**src/rtl/store_align_unit.sv**
```systemverilog
// -----------------------------------------------------------------------------
// store_align_unit
//   Store-side lane formatter and write buffer for the MIPS32 MEM stage.
//   SB/SH/SW requests are turned into a word address, replicated write data
//   and byte enables. The result is buffered in a small FIFO that drains to
//   data memory over a valid/ready handshake. A misaligned address raises
//   AdES (code 5) and a reserved size raises RI (code 10). A faulting request
//   completes its handshake, is never buffered, and produces a one-cycle
//   exception pulse on the following cycle.
//
// Parameters
//   DEPTH       write-buffer entries (power of two, >= 2)
//   BIG_ENDIAN  0: byte offset k drives lane k, 1: byte offset k drives lane 3-k
//
// Ports
//   clk, rst_n          rising-edge clock, asynchronous active-low reset
//   flush               synchronous squash of buffer and pending exception
//   req_valid/ready     request handshake (ready = not full and no flush)
//   req_addr/data/size  byte address, rt value, 00 byte / 01 half / 10 word
//   mem_valid/ready     head entry handshake toward data memory
//   mem_addr/wdata/be   head entry: word address, lane data, byte enables
//   exc_valid           one-cycle exception pulse
//   exc_code            5 = AdES, 10 = RI (held until the next exception)
//   exc_badvaddr        faulting byte address (held until the next exception)
//   count               buffer occupancy
// -----------------------------------------------------------------------------
module store_align_unit #(
    parameter int DEPTH      = 2,
    parameter bit BIG_ENDIAN = 1'b0
) (
    input  logic                     clk,
    input  logic                     rst_n,
    input  logic                     flush,
    input  logic                     req_valid,
    output logic                     req_ready,
    input  logic [31:0]              req_addr,
    input  logic [31:0]              req_data,
    input  logic [1:0]               req_size,
    output logic                     mem_valid,
    input  logic                     mem_ready,
    output logic [31:0]              mem_addr,
    output logic [31:0]              mem_wdata,
    output logic [3:0]               mem_be,
    output logic                     exc_valid,
    output logic [4:0]               exc_code,
    output logic [31:0]              exc_badvaddr,
    output logic [$clog2(DEPTH):0]   count
);

    localparam int            PW       = $clog2(DEPTH);
    localparam int            CW       = PW + 1;
    localparam logic [CW-1:0] DEPTH_C  = CW'(DEPTH);
    localparam logic [4:0]    EXC_ADES = 5'd5;
    localparam logic [4:0]    EXC_RI   = 5'd10;

    // Replicate the low byte/half of rt across the word so any lane can be picked by be.
    function automatic logic [31:0] fmt_wdata(input logic [1:0] size, input logic [31:0] data);
        logic [31:0] w;
        case (size)
            2'b00:   w = {4{data[7:0]}};
            2'b01:   w = {2{data[15:0]}};
            default: w = data;
        endcase
        return w;
    endfunction

    // Little-endian byte enables, mirrored when the lane mapping is big-endian.
    function automatic logic [3:0] fmt_be(input logic [1:0] size, input logic [1:0] off);
        logic [3:0] be;
        case (size)
            2'b00:   be = 4'b0001 << off;
            2'b01:   be = off[1] ? 4'b1100 : 4'b0011;
            2'b10:   be = 4'b1111;
            default: be = 4'b0000;
        endcase
        return BIG_ENDIAN ? {be[0], be[1], be[2], be[3]} : be;
    endfunction

    logic [31:0]   ent_addr_r  [DEPTH];
    logic [31:0]   ent_wdata_r [DEPTH];
    logic [3:0]    ent_be_r    [DEPTH];
    logic [PW-1:0] wr_ptr_r;
    logic [PW-1:0] rd_ptr_r;
    logic [CW-1:0] count_r;
    logic          valid_r;
    logic          exc_valid_r;
    logic [4:0]    exc_code_r;
    logic [31:0]   exc_badvaddr_r;

    logic          fault_s;
    logic [4:0]    code_s;
    logic          ready_s;
    logic          accept_s;
    logic          push_s;
    logic          pop_s;
    logic [CW-1:0] count_nxt_s;

    // Classify the request: RI on reserved size wins over any alignment check.
    always_comb begin
        fault_s = 1'b0;
        code_s  = EXC_ADES;
        case (req_size)
            2'b00: begin
                fault_s = 1'b0;
                code_s  = EXC_ADES;
            end
            2'b01: begin
                fault_s = req_addr[0];
                code_s  = EXC_ADES;
            end
            2'b10: begin
                fault_s = (req_addr[1:0] != 2'b00);
                code_s  = EXC_ADES;
            end
            2'b11: begin
                fault_s = 1'b1;
                code_s  = EXC_RI;
            end
            default: begin
                fault_s = 1'b1;
                code_s  = EXC_RI;
            end
        endcase
    end

    // Ready ignores mem_ready on purpose: a full buffer never passes a store through.
    assign ready_s  = (count_r < DEPTH_C) && !flush;
    assign accept_s = req_valid && ready_s;
    assign push_s   = accept_s && !fault_s;
    assign pop_s    = valid_r && mem_ready;

    // Next occupancy; flush discards everything including a same-cycle pop.
    always_comb begin
        count_nxt_s = count_r;
        if (flush) begin
            count_nxt_s = {CW{1'b0}};
        end else if (push_s && !pop_s) begin
            count_nxt_s = count_r + CW'(1);
        end else if (pop_s && !push_s) begin
            count_nxt_s = count_r - CW'(1);
        end else begin
            count_nxt_s = count_r;
        end
    end

    // FIFO pointers, occupancy and head-valid flag.
    always_ff @(posedge clk or negedge rst_n) begin
        if (!rst_n) begin
            wr_ptr_r <= {PW{1'b0}};
            rd_ptr_r <= {PW{1'b0}};
            count_r  <= {CW{1'b0}};
            valid_r  <= 1'b0;
        end else if (flush) begin
            wr_ptr_r <= {PW{1'b0}};
            rd_ptr_r <= {PW{1'b0}};
            count_r  <= {CW{1'b0}};
            valid_r  <= 1'b0;
        end else begin
            if (push_s) begin
                wr_ptr_r <= wr_ptr_r + PW'(1);
            end
            if (pop_s) begin
                rd_ptr_r <= rd_ptr_r + PW'(1);
            end
            count_r <= count_nxt_s;
            valid_r <= (count_nxt_s != {CW{1'b0}});
        end
    end

    // Entry storage; cleared on reset so mem_* read back as zero afterwards.
    always_ff @(posedge clk or negedge rst_n) begin
        if (!rst_n) begin
            for (int i = 0; i < DEPTH; i++) begin
                ent_addr_r[i]  <= 32'h0000_0000;
                ent_wdata_r[i] <= 32'h0000_0000;
                ent_be_r[i]    <= 4'b0000;
            end
        end else if (push_s) begin
            ent_addr_r[wr_ptr_r]  <= {req_addr[31:2], 2'b00};
            ent_wdata_r[wr_ptr_r] <= fmt_wdata(req_size, req_data);
            ent_be_r[wr_ptr_r]    <= fmt_be(req_size, req_addr[1:0]);
        end
    end

    // Exception pulse; code and bad address stay until the next accepted fault.
    always_ff @(posedge clk or negedge rst_n) begin
        if (!rst_n) begin
            exc_valid_r    <= 1'b0;
            exc_code_r     <= 5'd0;
            exc_badvaddr_r <= 32'h0000_0000;
        end else if (accept_s && fault_s && !flush) begin
            exc_valid_r    <= 1'b1;
            exc_code_r     <= code_s;
            exc_badvaddr_r <= req_addr;
        end else begin
            exc_valid_r    <= 1'b0;
        end
    end

    assign req_ready    = ready_s;
    assign mem_valid    = valid_r;
    assign mem_addr     = ent_addr_r[rd_ptr_r];
    assign mem_wdata    = ent_wdata_r[rd_ptr_r];
    assign mem_be       = ent_be_r[rd_ptr_r];
    assign exc_valid    = exc_valid_r;
    assign exc_code     = exc_code_r;
    assign exc_badvaddr = exc_badvaddr_r;
    assign count        = count_r;

    store_align_unit_chk #(
        .DEPTH (DEPTH)
    ) u_chk (
        .clk   (clk),
        .rst_n (rst_n),
        .flush (flush),
        .push  (push_s),
        .pop   (pop_s),
        .count (count_r)
    );

endmodule

// -----------------------------------------------------------------------------
// store_align_unit_chk
//   Occupancy invariants for the write buffer: bounded by DEPTH, no pop from
//   an empty buffer, and count equal to pushes minus pops since flush/reset.
// Ports
//   clk, rst_n, flush   as in the parent
//   push, pop           FIFO write / read strobes
//   count               parent occupancy register
// -----------------------------------------------------------------------------
module store_align_unit_chk #(
    parameter int DEPTH = 2
) (
    input  logic                   clk,
    input  logic                   rst_n,
    input  logic                   flush,
    input  logic                   push,
    input  logic                   pop,
    input  logic [$clog2(DEPTH):0] count
);

    localparam int            CW      = $clog2(DEPTH) + 1;
    localparam logic [CW-1:0] DEPTH_C = CW'(DEPTH);

    logic [CW-1:0] model_r;

    // Independent push/pop tally used as the reference occupancy.
    always_ff @(posedge clk or negedge rst_n) begin
        if (!rst_n) begin
            model_r <= {CW{1'b0}};
        end else if (flush) begin
            model_r <= {CW{1'b0}};
        end else begin
            model_r <= model_r + CW'(push) - CW'(pop);
        end
    end

    a_bound: assert property (@(posedge clk) disable iff (!rst_n) count <= DEPTH_C);
    a_no_underflow: assert property (@(posedge clk) disable iff (!rst_n) pop |-> (count != {CW{1'b0}}));
    a_no_overflow: assert property (@(posedge clk) disable iff (!rst_n) push |-> (count < DEPTH_C) || pop);
    a_track: assert property (@(posedge clk) disable iff (!rst_n) count == model_r);

endmodule
```
**config.mk**
```make
export PLATFORM = sky130hd
export DESIGN_NAME = store_align_unit
export DESIGN_NICKNAME = d
export VERILOG_FILES = /design/src/rtl/store_align_unit.sv
export SDC_FILE = /design/constraint.sdc
export NUM_CORES = 1
export LEC_CHECK = 0
export ABC_AREA = 1
export CAP_MARGIN = 30
export CORE_UTILIZATION = 40
export CTS_BUF_LIST = sky130_fd_sc_hd__clkbuf_8 sky130_fd_sc_hd__clkbuf_16
export DETAILED_ROUTE_END_ITERATION = 12
export PLACE_DENSITY_LB_ADDON = 0.3
export SYNTH_ARGS = -nofsm -noshare
export SYNTH_HDL_FRONTEND = slang
export SYNTH_HIERARCHICAL = 1
export SYNTH_SLANG_ARGS = --single-unit
```
**constraint.sdc**
```tcl
create_clock -name clk -period 2.3 [get_ports clk]
set_input_delay 0.69 -clock clk [delete_from_list [all_inputs] [get_ports clk]]
set_output_delay 0.69 -clock clk [all_outputs]
set_load 0.01 [all_outputs]
```
After elaboration in Yosys (flattened, before gate mapping)
Cells that the tools add are included.
{"block": "classes", "eq_ne": 3, "muxes": 33, "add_sub_neg": 4, "bitwise": 2, "magnitude_cmp": 4, "shifts": 1, "n_reduce_logical": 19}
{"operator": "32-bit two-way mux", "count": 8}
{"operator": "64-bit bitwise mux", "count": 2}
{"operator": "32-bit case mux with 2 select lines", "count": 1}
{"operator": "32-bit demux with 1-bit select", "count": 1}
{"operator": "4-bit two-way mux", "count": 6}
{"operator": "4-bit case mux with 3 select lines", "count": 1}
{"operator": "5-bit case mux with 2 select lines", "count": 1}
{"operator": "1-bit logical AND", "count": 9}
{"operator": "8-bit bitwise mux", "count": 1}
{"operator": "2-bit two-way mux", "count": 4}
{"operator": "2-bit nonzero test", "count": 4}
{"operator": "1-bit two-way mux", "count": 6}
{"operator": "4-bit demux with 1-bit select", "count": 1}
{"operator": "2-bit == test, second input constant", "count": 2}
{"operator": "2-bit greater-or-equal comparator, second input constant", "count": 2}
{"operator": "1-bit zero test", "count": 4}
{"operator": "1-bit NOT with 2-bit output", "count": 2}
{"operator": "1-bit case mux with 4 select lines", "count": 1}
{"operator": "1-bit by 2-bit left shift with 4-bit output, first input constant", "count": 1}
{"operator": "3-bit OR reduction", "count": 1}
{"operator": "1-bit adder, second input constant", "count": 2}
{"operator": "2-bit by 1-bit adder with 2-bit output, second input constant", "count": 1}
{"operator": "2-bit by 1-bit == test with 1-bit output, second input constant", "count": 1}
{"operator": "2-bit zero test", "count": 1}
{"operator": "3 further kinds", "count": 3}
{"block": "word_totals", "input_bits": 71, "reg_bits": 179, "output_inout_bits": 110, "word_cells": 79}

Depth between registers and ports, before layout
Gate-level depths: netlist (run 1).
{"block": "depth", "word_depth": 11, "depth_mapped": 10, "depth_no_buf": 9}

Least setup slack after synthesis (run 1)
Ideal clock, no wire load.
{"block": "synth_timing", "path_kind": "input-to-reg", "start": "input req_size[0]", "end": "register ent_addr_r[23] (netlist bit)", "n_path_buf": 3, "setup_time_ps": 130, "path_stages": 9, "setup_slack_ps": 405, "t_required_ps": 2170, "t_arrival_ps": 1765, "path_cell_list": "buf_6 o21ai_2 nand3_4 nor2_8 inv_2 buf_6 buf_2 nand2_1 o21ai_1"}
{"block": "synth_between", "elab_chain_len": 4, "word_cells_on_any_way": 7, "classes_between": "eq/ne (3); mux (1); reduce/logical (3)"}
{"item": "start, declared", "line_no": "38", "source": "input logic [1:0] req_size,"}
{"item": "2-bit == test, or another cell as far along", "line_no": "102", "source": "case (req_size)"}
{"item": "1-bit case mux with 4 select lines (*)", "line_no": "102"}
{"item": "1-bit zero test (*)", "line_no": "129", "source": "assign push_s = accept_s && !fault_s;"}
{"item": "1-bit logical AND (*)", "line_no": "129"}
{"item": "end signal, assigned by index", "line_no": "179", "source": "ent_addr_r[wr_ptr_r] <= {req_addr[31:2], 2'b00};"}
{"item": "end, declared", "line_no": "79", "source": "logic [31:0] ent_addr_r [DEPTH];"}
Mark *: on every way between the ends. The rest lies on a longest branch, timed or not.
A chain may end at the register's enable or synchronous reset.

Final worst setup path (run 1)
{"block": "layout_timing", "start": "register rd_ptr_r", "end": "output mem_wdata[18]"}
{"block": "layout_between", "elab_chain_len": 4}
{"item": "start, declared", "line_no": "83", "source": "logic [PW-1:0] rd_ptr_r;"}
{"item": "start signal, assigned", "line_no": "150", "source": "rd_ptr_r <= {PW{1'b0}};"}
{"item": "start signal, assigned", "line_no": "155", "source": "rd_ptr_r <= {PW{1'b0}};"}
{"item": "start signal, assigned", "line_no": "163", "source": "rd_ptr_r <= rd_ptr_r + PW'(1);"}
{"item": "1-bit NOT with 2-bit output (not written as such)", "line_no": "203", "source": "assign mem_wdata = ent_wdata_r[rd_ptr_r];"}
{"item": "32-bit two-way mux (not written as such) (3 in a row)", "line_no": "203"}
{"item": "end, declared", "line_no": "42", "source": "output logic [31:0] mem_wdata,"}
No other way between the ends. The select of a mux whose other input is x is not followed.

==> impl_metrics.env, run 1 <==
export IMPL_rsz0062_at_grt="yes"
export IMPL_fp_dieH_um=140
export IMPL_tightest_slew_ns=0.773
export IMPL_grt_pass1_wl_um=34000
export IMPL_port_buffers=177
export IMPL_drt_iter0_drc=337
export IMPL_critical_path_class="reg2out"
export IMPL_drive_above_1_share_pct=18.6
export IMPL_vias_per_cell=4.91
export IMPL_yosysSeqAreaShare_pct=56.7
export IMPL_post_route_period_util_pct=104
export IMPL_report_final_slew_viol_count=0
export IMPL_post_route_min_period_ns=2.38
export IMPL_ios=181
export IMPL_gr_usage_all_layers_pct=22.2
export IMPL_cts_max_path_buffers=2
export IMPL_finalHoldViolations=0
export IMPL_antenna_found_initial=0
export IMPL_layout_setup_ws_ns=-0.0834
export IMPL_ir_drop_v=0.000583
export IMPL_power_total_w=0.0107
export IMPL_design_area_sq_um=10700
export IMPL_die_area_sq_um=19500
export IMPL_start_util_pct=41.5
export IMPL_fp_row_count=49
export IMPL_worst_ep_arrival_time_ns=1.69
export IMPL_first_pass_iters=5
export IMPL_post_place_ws_ns=-0.200
export IMPL_cts_hold_buf=0
export IMPL_cts_root_buf="clkbuf_16"
export IMPL_fmax_mhz=420
export IMPL_finalSetupViolations=8
export IMPL_fill_cells=1623
export IMPL_layout_commonest_cell="nand2_1"
export IMPL_areaGrowthSynthToFinish_pct=41.1
export IMPL_slew_headroom_pct=48.3
export IMPL_drv_cap=0
export IMPL_crit_fanout=8
export IMPL_syn_area_sq_um=7590
export IMPL_reg2reg_from="count[1]$_DFF_PN0_"
export IMPL_startpoint_type="flip-flop"
export IMPL_end_kind="primary output"
export IMPL_hold_slack_ns=0.200
export IMPL_p_leak_nw=5.47
export IMPL_dpl_hpwl_um=13600
export IMPL_worstHoldPathType="in2async"
export IMPL_fin_skew_ns=0.0101
export IMPL_numCtsBuffers=17
export IMPL_synth_area_per_cell_sq_um=8.14
export IMPL_final_cell_mix="nand2_1 (364), dfrtp_1 (171), clkdlybuf4s50_1 (109), inv_1 (84), o21ai_0 (84)"
export IMPL_diodes=0
export IMPL_clk_pin_slew_ns=0.07
export IMPL_worstPathRequired_ns=1.61
export IMPL_post_drt_wl_per_cell_um=15.0
export IMPL_syn_inst=932
export IMPL_drc_errors=0
export IMPL_dpl_cell_area_sq_um=9850
export IMPL_numClockSinks=172
export IMPL_vias=6773
export IMPL_wirelength_um=20700
export IMPL_finalNetCount=1208
export IMPL_yosysUniqueCellTypes=28
export IMPL_synth_seq_cells=172
export IMPL_place_congestion=0.805
export IMPL_power_density_nw_per_um2=1000
export IMPL_violations="negative setup slack"
export IMPL_coreArea_sq_um=18300
export IMPL_htree_levels=4
export IMPL_grt_max_degree=51
export IMPL_r2r_slack_ns=0.69
export IMPL_clk_latency_ns=0.43
export IMPL_die_width_um=140
export IMPL_layout_cells_non_filler=1379
export IMPL_overflow=0
export IMPL_tritoncts="yes"
export IMPL_critPathLaunch="rd_ptr_r$_DFFE_PN0P_"
export IMPL_dp_cells=1330
export IMPL_synth_warning_count=6
export IMPL_grt_pass1_vias=6462
export IMPL_outcome="finished with violations"
export IMPL_drtAntennaViolNets=0
[stage by stage]
| step | TNS [ns] | utilization, % |
|---|---|---|
| 6_report | -0.457 | 58.6 |
| 5_1_grt | -1.58 | 58.6 |
| 4_1_cts | -1.15 | 58.1 |
| 3_5_place_dp | -19.78 | 53.9 |
| 3_3_place_gp | -14.27 | 53.9 |
| 2_1_floorplan | 0 | - |
[cells by family (layout without fill, tap and decap cells)]
family / count (synthesis) / after routing / synth area share [%]
buffers and inverters: 146 / 362 / 8.21
flip-flops: 172 / 172 / 56.7
XOR/XNOR: 1 / 1 / 0.115
other: 1 / 3 / 0.0494
AND/OR/NAND/NOR: 414 / 414 / 21.3
AO/OA/AOI/OAI: 198 / 198 / 13.6
[layer usage]
metal	share of wire, %	GRT usage, %
met2	47	35.1
met3	5.5	4.89
met5	0	0
met1	46	30.8
met4	1.3	6.25
[worst max-delay path, cell delays in order, from the launching register on]
cell	delay (ns)
dfrtp_2	0.46
buf_12	0.15
buf_12	0.13
buf_16	0.14
buf_8	0.13
nand2_4	0.06
o21ai_4	0.07
buf_6	0.12
[where the power goes]
group | internal, W | total [W] | switching (W) | leakage, nW
Combinational | 0.00165 | 0.00343 | 0.00178 | 2.98
Clock | 0.00164 | 0.00296 | 0.00132 | 0.296
Sequential | 0.00390 | 0.00435 | 0.000454 | 2.19
Total | 0.00719 | 0.0107 | 0.00355 | 5.47
[synth_stat cells]
master	n	area share [%]
xor2_1	1	0.12
inv_1	84	4.2
nand2_1	390	19
nand4_1	1	0.083
buf_2	21	1.4
clkbuf_1	24	1.2
buf_1	4	0.20
o21ai_0	108	7.1
o21ai_4	1	0.21
nor2_8	1	0.26
o211ai_1	5	0.49
dfrtp_1	172	57
buf_4	5	0.49
o21ai_1	71	4.7
o21ai_2	1	0.12
inv_2	3	0.15
nand3_1	10	0.66
conb_1	1	0.049
nand3b_1	1	0.099
nor2_2	1	0.083
nand3_4	1	0.23
clkinv_1	1	0.049
nor2_4	1	0.15
a21oi_1	1	0.066
nor2_1	8	0.40
buf_6	4	0.59
o21a_1	1	0.099
a31oi_1	10	0.82
[worst paths after layout]
path,end,depth (start not counted)
hold reg to reg,ent_wdata_r[23]$_DFFE_PN0P_,2
setup reg to reg,ent_wdata_r[16]$_DFFE_PN0P_,9
hold / removal,exc_badvaddr[15]$_DFFE_PN0P_,1
min in group clk,ent_wdata_r[23]$_DFFE_PN0P_,2
setup / recovery,mem_wdata[18],7
max in group asynchronous,ent_wdata_r[57]$_DFFE_PN0P_,2
[what timing repair did]
item                                    in CTS  in global routing
buffers inserted                            14                  1
gates cloned                                 4                  0
endpoints found under the setup margin      67                 56
endpoints found under the hold margin        0                  0
gates resized for setup                    313                 52
pin swaps                                    9                  2
[final cells by class]
cell class	instances	area [sq um]	area share [%]
well taps	229	287	2.68
clock inverters	15	173	1.61
repair buffers	242	2310	21.6
multi-input cells	616	2870	26.8
inverters	88	333	3.11
flip-flops and latches	172	4310	40.2
clock buffers	17	425	3.98
[registers in the layout, summed over array words and instances, names as in the netlist]
name / cells
count: 2
ent_addr_r: 60
ent_be_r: 8
ent_wdata_r: 64
exc_badvaddr: 32
exc_code: 2
exc_valid: 1
mem_valid: 1
rd_ptr_r: 1
wr_ptr_r: 1
Note: power is estimated with default switching activity, not from simulation.
==> run 2, diff against run 1 <==
--- a/config.mk
+++ b/config.mk
@@ -10,6 +10,7 @@
 export CORE_UTILIZATION = 40
 export CTS_BUF_LIST = sky130_fd_sc_hd__clkbuf_8 sky130_fd_sc_hd__clkbuf_16
 export DETAILED_ROUTE_END_ITERATION = 12
+export HOLD_SLACK_MARGIN = 0.08
 export PLACE_DENSITY_LB_ADDON = 0.3
 export SYNTH_ARGS = -nofsm -noshare
 export SYNTH_HDL_FRONTEND = slang
==> constraint.sdc (replaced) <==
create_clock -name clk -period 2.3 [get_ports clk]
set_input_delay 0.345 -clock clk [delete_from_list [all_inputs] [get_ports clk]]
set_output_delay 0.345 -clock clk [all_outputs]
set_load 0.01 [all_outputs]
==> run 2 against run 1 <==
Net effect: the flow now finishes without violations; design area down 3.9%; register-to-register slack worse by 0.18 ns; critical path depth down 3; sequential share of layout area up 1.6 points; wire length down 6.2%; worst hold slack better by 0.27 ns; final cell count down 2.9%; largest power group unchanged.
==> impl_metrics.env, run 2 (synthesis results as in run 1) <==
export IMPL_outcome="completed"
export IMPL_report_final_slew_viol_count=0
export IMPL_place_congestion=0.826
export IMPL_setup_tns_ns=0
export IMPL_first_pass_iters=6
export IMPL_finalSetupViolations=0
export IMPL_fin_skew_ns=0.00911
export IMPL_ios=181
export IMPL_clk_latency_ns=0.43
export IMPL_p_leak_nw=5.28
export IMPL_start_util_pct=41.5
export IMPL_slew_headroom_pct=50.3
export IMPL_drive_above_1_share_pct=6.40
export IMPL_design_area_sq_um=10300
export IMPL_utilization_pct=56.3
export IMPL_rsz0062_at_grt="no"
export IMPL_overflow=0
export IMPL_numClockSinks=172
export IMPL_coreArea_sq_um=18300
export IMPL_areaGrowthSynthToFinish_pct=35.5
export IMPL_grt_pass1_wl_um=32200
export IMPL_post_drt_wl_per_cell_um=14.5
export IMPL_numCtsBuffers=17
export IMPL_power_density_nw_per_um2=1000
export IMPL_critical_path_class="reg2out"
export IMPL_final_cell_mix="nand2_1 (389), dfrtp_1 (171), clkdlybuf4s50_1 (119), o21ai_0 (98), inv_1 (84)"
export IMPL_tightest_slew_ns=0.743
export IMPL_cts_max_path_buffers=2
export IMPL_worst_ep_arrival_time_ns=1.89
export IMPL_startpoint_type="flip-flop"
export IMPL_drt_iter0_drc=369
export IMPL_fmax_mhz=447
export IMPL_die_area_sq_um=19500
export IMPL_port_buffers=177
export IMPL_end_kind="primary output"
export IMPL_dpl_cell_area_sq_um=9640
export IMPL_post_route_period_util_pct=97.2
export IMPL_ir_drop_v=0.000601
export IMPL_drv_cap=0
export IMPL_crit_fanout=31
export IMPL_dp_cells=1304
export IMPL_drc_errors=0
export IMPL_cts_root_buf="clkbuf_16"
export IMPL_dpl_hpwl_um=13100
export IMPL_largest_register="ent_wdata_r"
export IMPL_layout_commonest_cell="nand2_1"
export IMPL_diodes=0
export IMPL_gr_usage_all_layers_pct=21.0
export IMPL_antenna_found_initial=0
export IMPL_tritoncts="yes"
export IMPL_drtAntennaViolNets=0
export IMPL_hold_slack_ns=0.473
export IMPL_die_width_um=140
export IMPL_post_route_min_period_ns=2.24
export IMPL_fp_dieH_um=140
export IMPL_htree_levels=4
export IMPL_grt_max_degree=68
export IMPL_finalNetCount=1168
export IMPL_vias=6428
export IMPL_reg2reg_from="count[1]$_DFF_PN0_"
export IMPL_r2r_cells=9
export IMPL_r2r_end="ent_wdata_r[1]$_DFFE_PN0P_"
export IMPL_fp_row_count=49
export IMPL_wirelength_um=19500
export IMPL_worstPathRequired_ns=1.96
export IMPL_finalHoldViolations=0
export IMPL_layout_cells_non_filler=1339
export IMPL_vias_per_cell=4.80
export IMPL_grt_pass1_vias=6109
export IMPL_clk_pin_slew_ns=0.07
export IMPL_largest_reg_flops=64
export IMPL_worstHoldPathType="in2async"
export IMPL_r2r_slack_ns=0.51
[run 2: changes by cell type in the layout (fill, tap and decap cells not counted), sizes merged]
cell / delta
buf: -99
dlygate4sd3: +1
dlymetal6s2s: +7
dlygate4sd2: +46
clkdlybuf4s50: +10
clkdlybuf4s15: -3
clkbuf: -1
bufinv: -1
[run 2: critical path, cell delays in order (launching register included)]
cell and delay (ns):
dfrtp_2 0.46, buf_12 0.23, nand2_1 0.07, o21ai_1 0.12, clkdlybuf4s50_1 0.57
[run 2: timing repair]
action,4_1_cts,5_1_grt
hold endpoints to repair,55,0
setup endpoints to repair,45,10
hold buffers,1,0
gates cloned,1,0
resized for setup,67,12
setup buffers,0,1
[run 2: how the worst max path moves through the flow]
stage,startpoint,to,slack [ns],cells past startpoint
final,rd_ptr_r$_DFFE_PN0P_,mem_wdata[8],0.06,4
after global routing,rd_ptr_r$_DFFE_PN0P_,mem_wdata[1],0.006,5
after CTS,rd_ptr_r$_DFFE_PN0P_,mem_wdata[2],-0.02,5
after detailed placement,flush,ent_wdata_r[6]$_DFFE_PN0P_,0.10,10
after global placement,req_size[1],ent_wdata_r[25]$_DFFE_PN0P_,0.15,9
after floorplan,count[1]$_DFF_PN0_,ent_addr_r[23]$_DFFE_PN0P_,0.69,10
[run 2: per-stage QoR]
stage | total power (W) | worst slack (ns)
floorplan | 0.00588 | 0.687
CTS | 0.0104 | -0.0188
global placement | 0.00764 | 0.146
finish | 0.0103 | 0.0643
global route | 0.0110 | 0.00566
detailed placement | 0.00771 | 0.104
[run 2: layer usage]
layer,vias to the layer above,track usage (%),wire (um)
met1,2938,29.3,9090
li1,3243,-,-
met2,230,32.7,8940
met5,-,0,0
met3,17,3.89,1100
met4,0,7.17,333
[run 2: final cells by class]
type,instances,area (sq um)
tap,229,287
multi-input combinational,616,2680
timing repair buffer,202,2090
clock buffer,18,439
inverter,88,337
fill,1697,7990
clock inverter,14,148
sequential,172,4310
[run 2: power by group]
part / total, W / leakage (nW) / switching (W) / internal, W
registers: 0.00432 / 2.19 / 0.000425 / 0.00390
clock network: 0.00286 / 0.291 / 0.00129 / 0.00157
logic: 0.00314 / 2.80 / 0.00162 / 0.00152
total: 0.0103 / 5.28 / 0.00334 / 0.00698
==> run 3, diff against run 2 <==
==> constraint.sdc (replaced) <==
create_clock -name clk -period 2.6 [get_ports clk]
set_input_delay 0.39 -clock clk [delete_from_list [all_inputs] [get_ports clk]]
set_output_delay 0.39 -clock clk [all_outputs]
set_load 0.01 [all_outputs]
==> run 3 against run 2 <==
Net effect: highest routed layer unchanged; sequential share of layout area about the same; largest power group unchanged; worst setup slack better by 0.044 ns; final cell count shrank 0.37%; utilization up 0.062 points; first-iteration DRC count is 34% higher; clock power decreased by 7%; design area is 0.11% higher; die area stayed put; power fell by 8.6%; worst hold slack got worse by 0.00079 ns; global-route usage shrank 0.25 points; sequential power fell by 11%.
==> impl_metrics.env, run 3 (synthesis results as in run 1) <==
export IMPL_cts_max_path_buffers=2
export IMPL_dpl_hpwl_um=13300
export IMPL_htree_levels=4
export IMPL_grt_pass1_wl_um=31600
export IMPL_drc_errors=0
export IMPL_drive_above_1_share_pct=5.79
export IMPL_worstHoldPathType="reg2reg"
export IMPL_outcome="completed"
export IMPL_drt_iter0_drc=494
export IMPL_die_width_um=140
export IMPL_p_comb_share_pct=31.1
export IMPL_largest_register="ent_wdata_r"
export IMPL_worst_ep_arrival_time_ns=2.10
export IMPL_report_final_slew_viol_count=0
export IMPL_tritoncts="yes"
export IMPL_largest_reg_flops=64
export IMPL_whs_path_depth=2
export IMPL_fp_dieH_um=140
export IMPL_layout_commonest_cell="nand2_1"
export IMPL_grt_pass1_vias=6047
export IMPL_internal_power_w=0.00643
export IMPL_place_congestion=0.821
export IMPL_post_route_min_period_ns=2.49
export IMPL_post_route_period_util_pct=95.9
export IMPL_finalSetupViolations=0
export IMPL_post_cts_buffers=0
export IMPL_die_area_sq_um=19500
export IMPL_p_seq_share_pct=40.6
export IMPL_endpoint="mem_addr[15]"
export IMPL_cts_root_buf="clkbuf_16"
export IMPL_ios=181
export IMPL_fin_skew_ns=0.00856
export IMPL_first_pass_iters=6
export IMPL_diodes=0
export IMPL_fill_cells=1673
export IMPL_rsz0062_at_grt="no"
export IMPL_ir_drop_v=0.000478
export IMPL_overflow=0
export IMPL_finalHoldViolations=0
export IMPL_numClockSinks=172
export IMPL_p_sw_w=0.00300
export IMPL_slew_headroom_pct=53.6
export IMPL_critPathLaunch="rd_ptr_r$_DFFE_PN0P_"
export IMPL_finalNetCount=1163
export IMPL_vias=6484
export IMPL_p_leak_nw=5.13
export IMPL_end_kind="primary output"
export IMPL_layout_cells_non_filler=1334
export IMPL_clk_pin_slew_ns=0.07
export IMPL_drtAntennaViolNets=0
export IMPL_power_switching_share_pct=31.8
export IMPL_tightest_slew_ns=0.693
export IMPL_grt_max_degree=78
export IMPL_post_drt_wl_per_cell_um=14.7
export IMPL_drv_cap=0
export IMPL_r2r_slack_ns=0.76
export IMPL_clk_latency_ns=0.43
export IMPL_critical_path_class="reg2out"
export IMPL_wirelength_um=19600
export IMPL_coreArea_sq_um=18300
export IMPL_r2r_end="ent_wdata_r[59]$_DFFE_PN0P_"
export IMPL_setup_tns_ns=0
export IMPL_startpoint_type="flip-flop"
export IMPL_areaGrowthSynthToFinish_pct=35.7
export IMPL_numCtsBuffers=17
export IMPL_dp_cells=1300
export IMPL_port_buffers=177
export IMPL_p_clk_share_pct=28.3
export IMPL_vias_per_cell=4.86
export IMPL_reg2reg_from="count[1]$_DFF_PN0_"
export IMPL_r2r_cells=8
export IMPL_start_util_pct=41.5
export IMPL_power_density_nw_per_um2=916
export IMPL_final_cell_mix="nand2_1 (389), dfrtp_1 (171), clkdlybuf4s50_1 (169), o21ai_0 (107), inv_1 (84)"
export IMPL_antenna_found_initial=0
export IMPL_fmax_mhz=401
export IMPL_crit_fanout=21
export IMPL_fp_row_count=49
export IMPL_gr_usage_all_layers_pct=20.7
export IMPL_worstPathRequired_ns=2.21
-- run 3: cell types whose count changed in the layout (fill, tap and decap cells not counted), moves of 3 or more --
cell	previous run	this run
clkdlybuf4s50_1	119	169
dlygate4sd2_1	50	0
o21ai_1	79	72
o21ai_0	98	107
clkinv_8	0	3
-- run 3: how the worst min path moves through the flow --
| stage | start | endpoint | slack (ns) |
|---|---|---|---|
| 3_5_place_dp | rst_n | exc_badvaddr[20]$_DFFE_PN0P_ | 0.43 |
| 3_3_place_gp | rst_n | exc_badvaddr[20]$_DFFE_PN0P_ | 0.43 |
| 5_1_grt | ent_wdata_r[25]$_DFFE_PN0P_ | ent_wdata_r[25]$_DFFE_PN0P_ | 0.49 |
| 4_1_cts | ent_wdata_r[13]$_DFFE_PN0P_ | ent_wdata_r[13]$_DFFE_PN0P_ | 0.48 |
| 6_report | ent_wdata_r[17]$_DFFE_PN0P_ | ent_wdata_r[17]$_DFFE_PN0P_ | 0.47 |
| 2_1_floorplan | rst_n | count[0]$_DFF_PN0_ | 0.09 |
-- run 3: power groups by stage --
stage	combinational [W]	clock, W	sequential (W)
global placement	0.00290	0	0.00385
finish	0.00293	0.00267	0.00383
floorplan	0.00133	0	0.00387
CTS	0.00296	0.00274	0.00383
detailed placement	0.00294	0	0.00388
global route	0.00324	0.00285	0.00393
-- run 3: what timing repair did --
item | in CTS | in global routing
pin swaps | 0 | 0
resized for setup | 1 | 11
setup endpoints to repair | 32 | 41
hold buffers | 1 | 0
gates cloned | 0 | 1
hold endpoints to repair | 57 | 0
-- run 3: per-stage QoR --
step	utilization, %	hold WS (ns)	area, sq um	setup slack, ns	total power, W
after floorplan	-	0.0944	7590	0.987	0.00520
after global placement	52.5	0.428	9600	0.369	0.00675
after detailed placement	52.5	0.430	9600	0.289	0.00682
after CTS	56.1	0.477	10200	0.0161	0.00953
after global routing	56.3	0.491	10300	0.00561	0.0100
final	56.3	0.472	10300	0.108	0.00943
-- run 3: cell type report --
class	count	area, sq um	area share (%)
well taps	229	287	2.78
multi-input cells	616	2670	25.9
clock inverters	15	201	1.96
inverters	88	335	3.26
repair buffers	197	2070	20.1
clock buffers	17	425	4.13
flip-flops and latches	172	4310	41.9
-- run 3: critical path, cell delays in order, from the launching register on --
cell	delay, ns
dfrtp_4	0.60
clkinvlp_4	0.18
buf_12	0.18
nand2_1	0.06
nand2_1	0.07
clkdlybuf4s50_1	0.57
-- run 3: per-layer routing --
layer,GRT usage [%],vias to the layer above,wire length (um)
li1,-,3246,-
met1,28.4,3001,8990
met2,33.2,221,9140
met3,4.61,16,1300
met4,5.32,0,207
met5,0,-,0
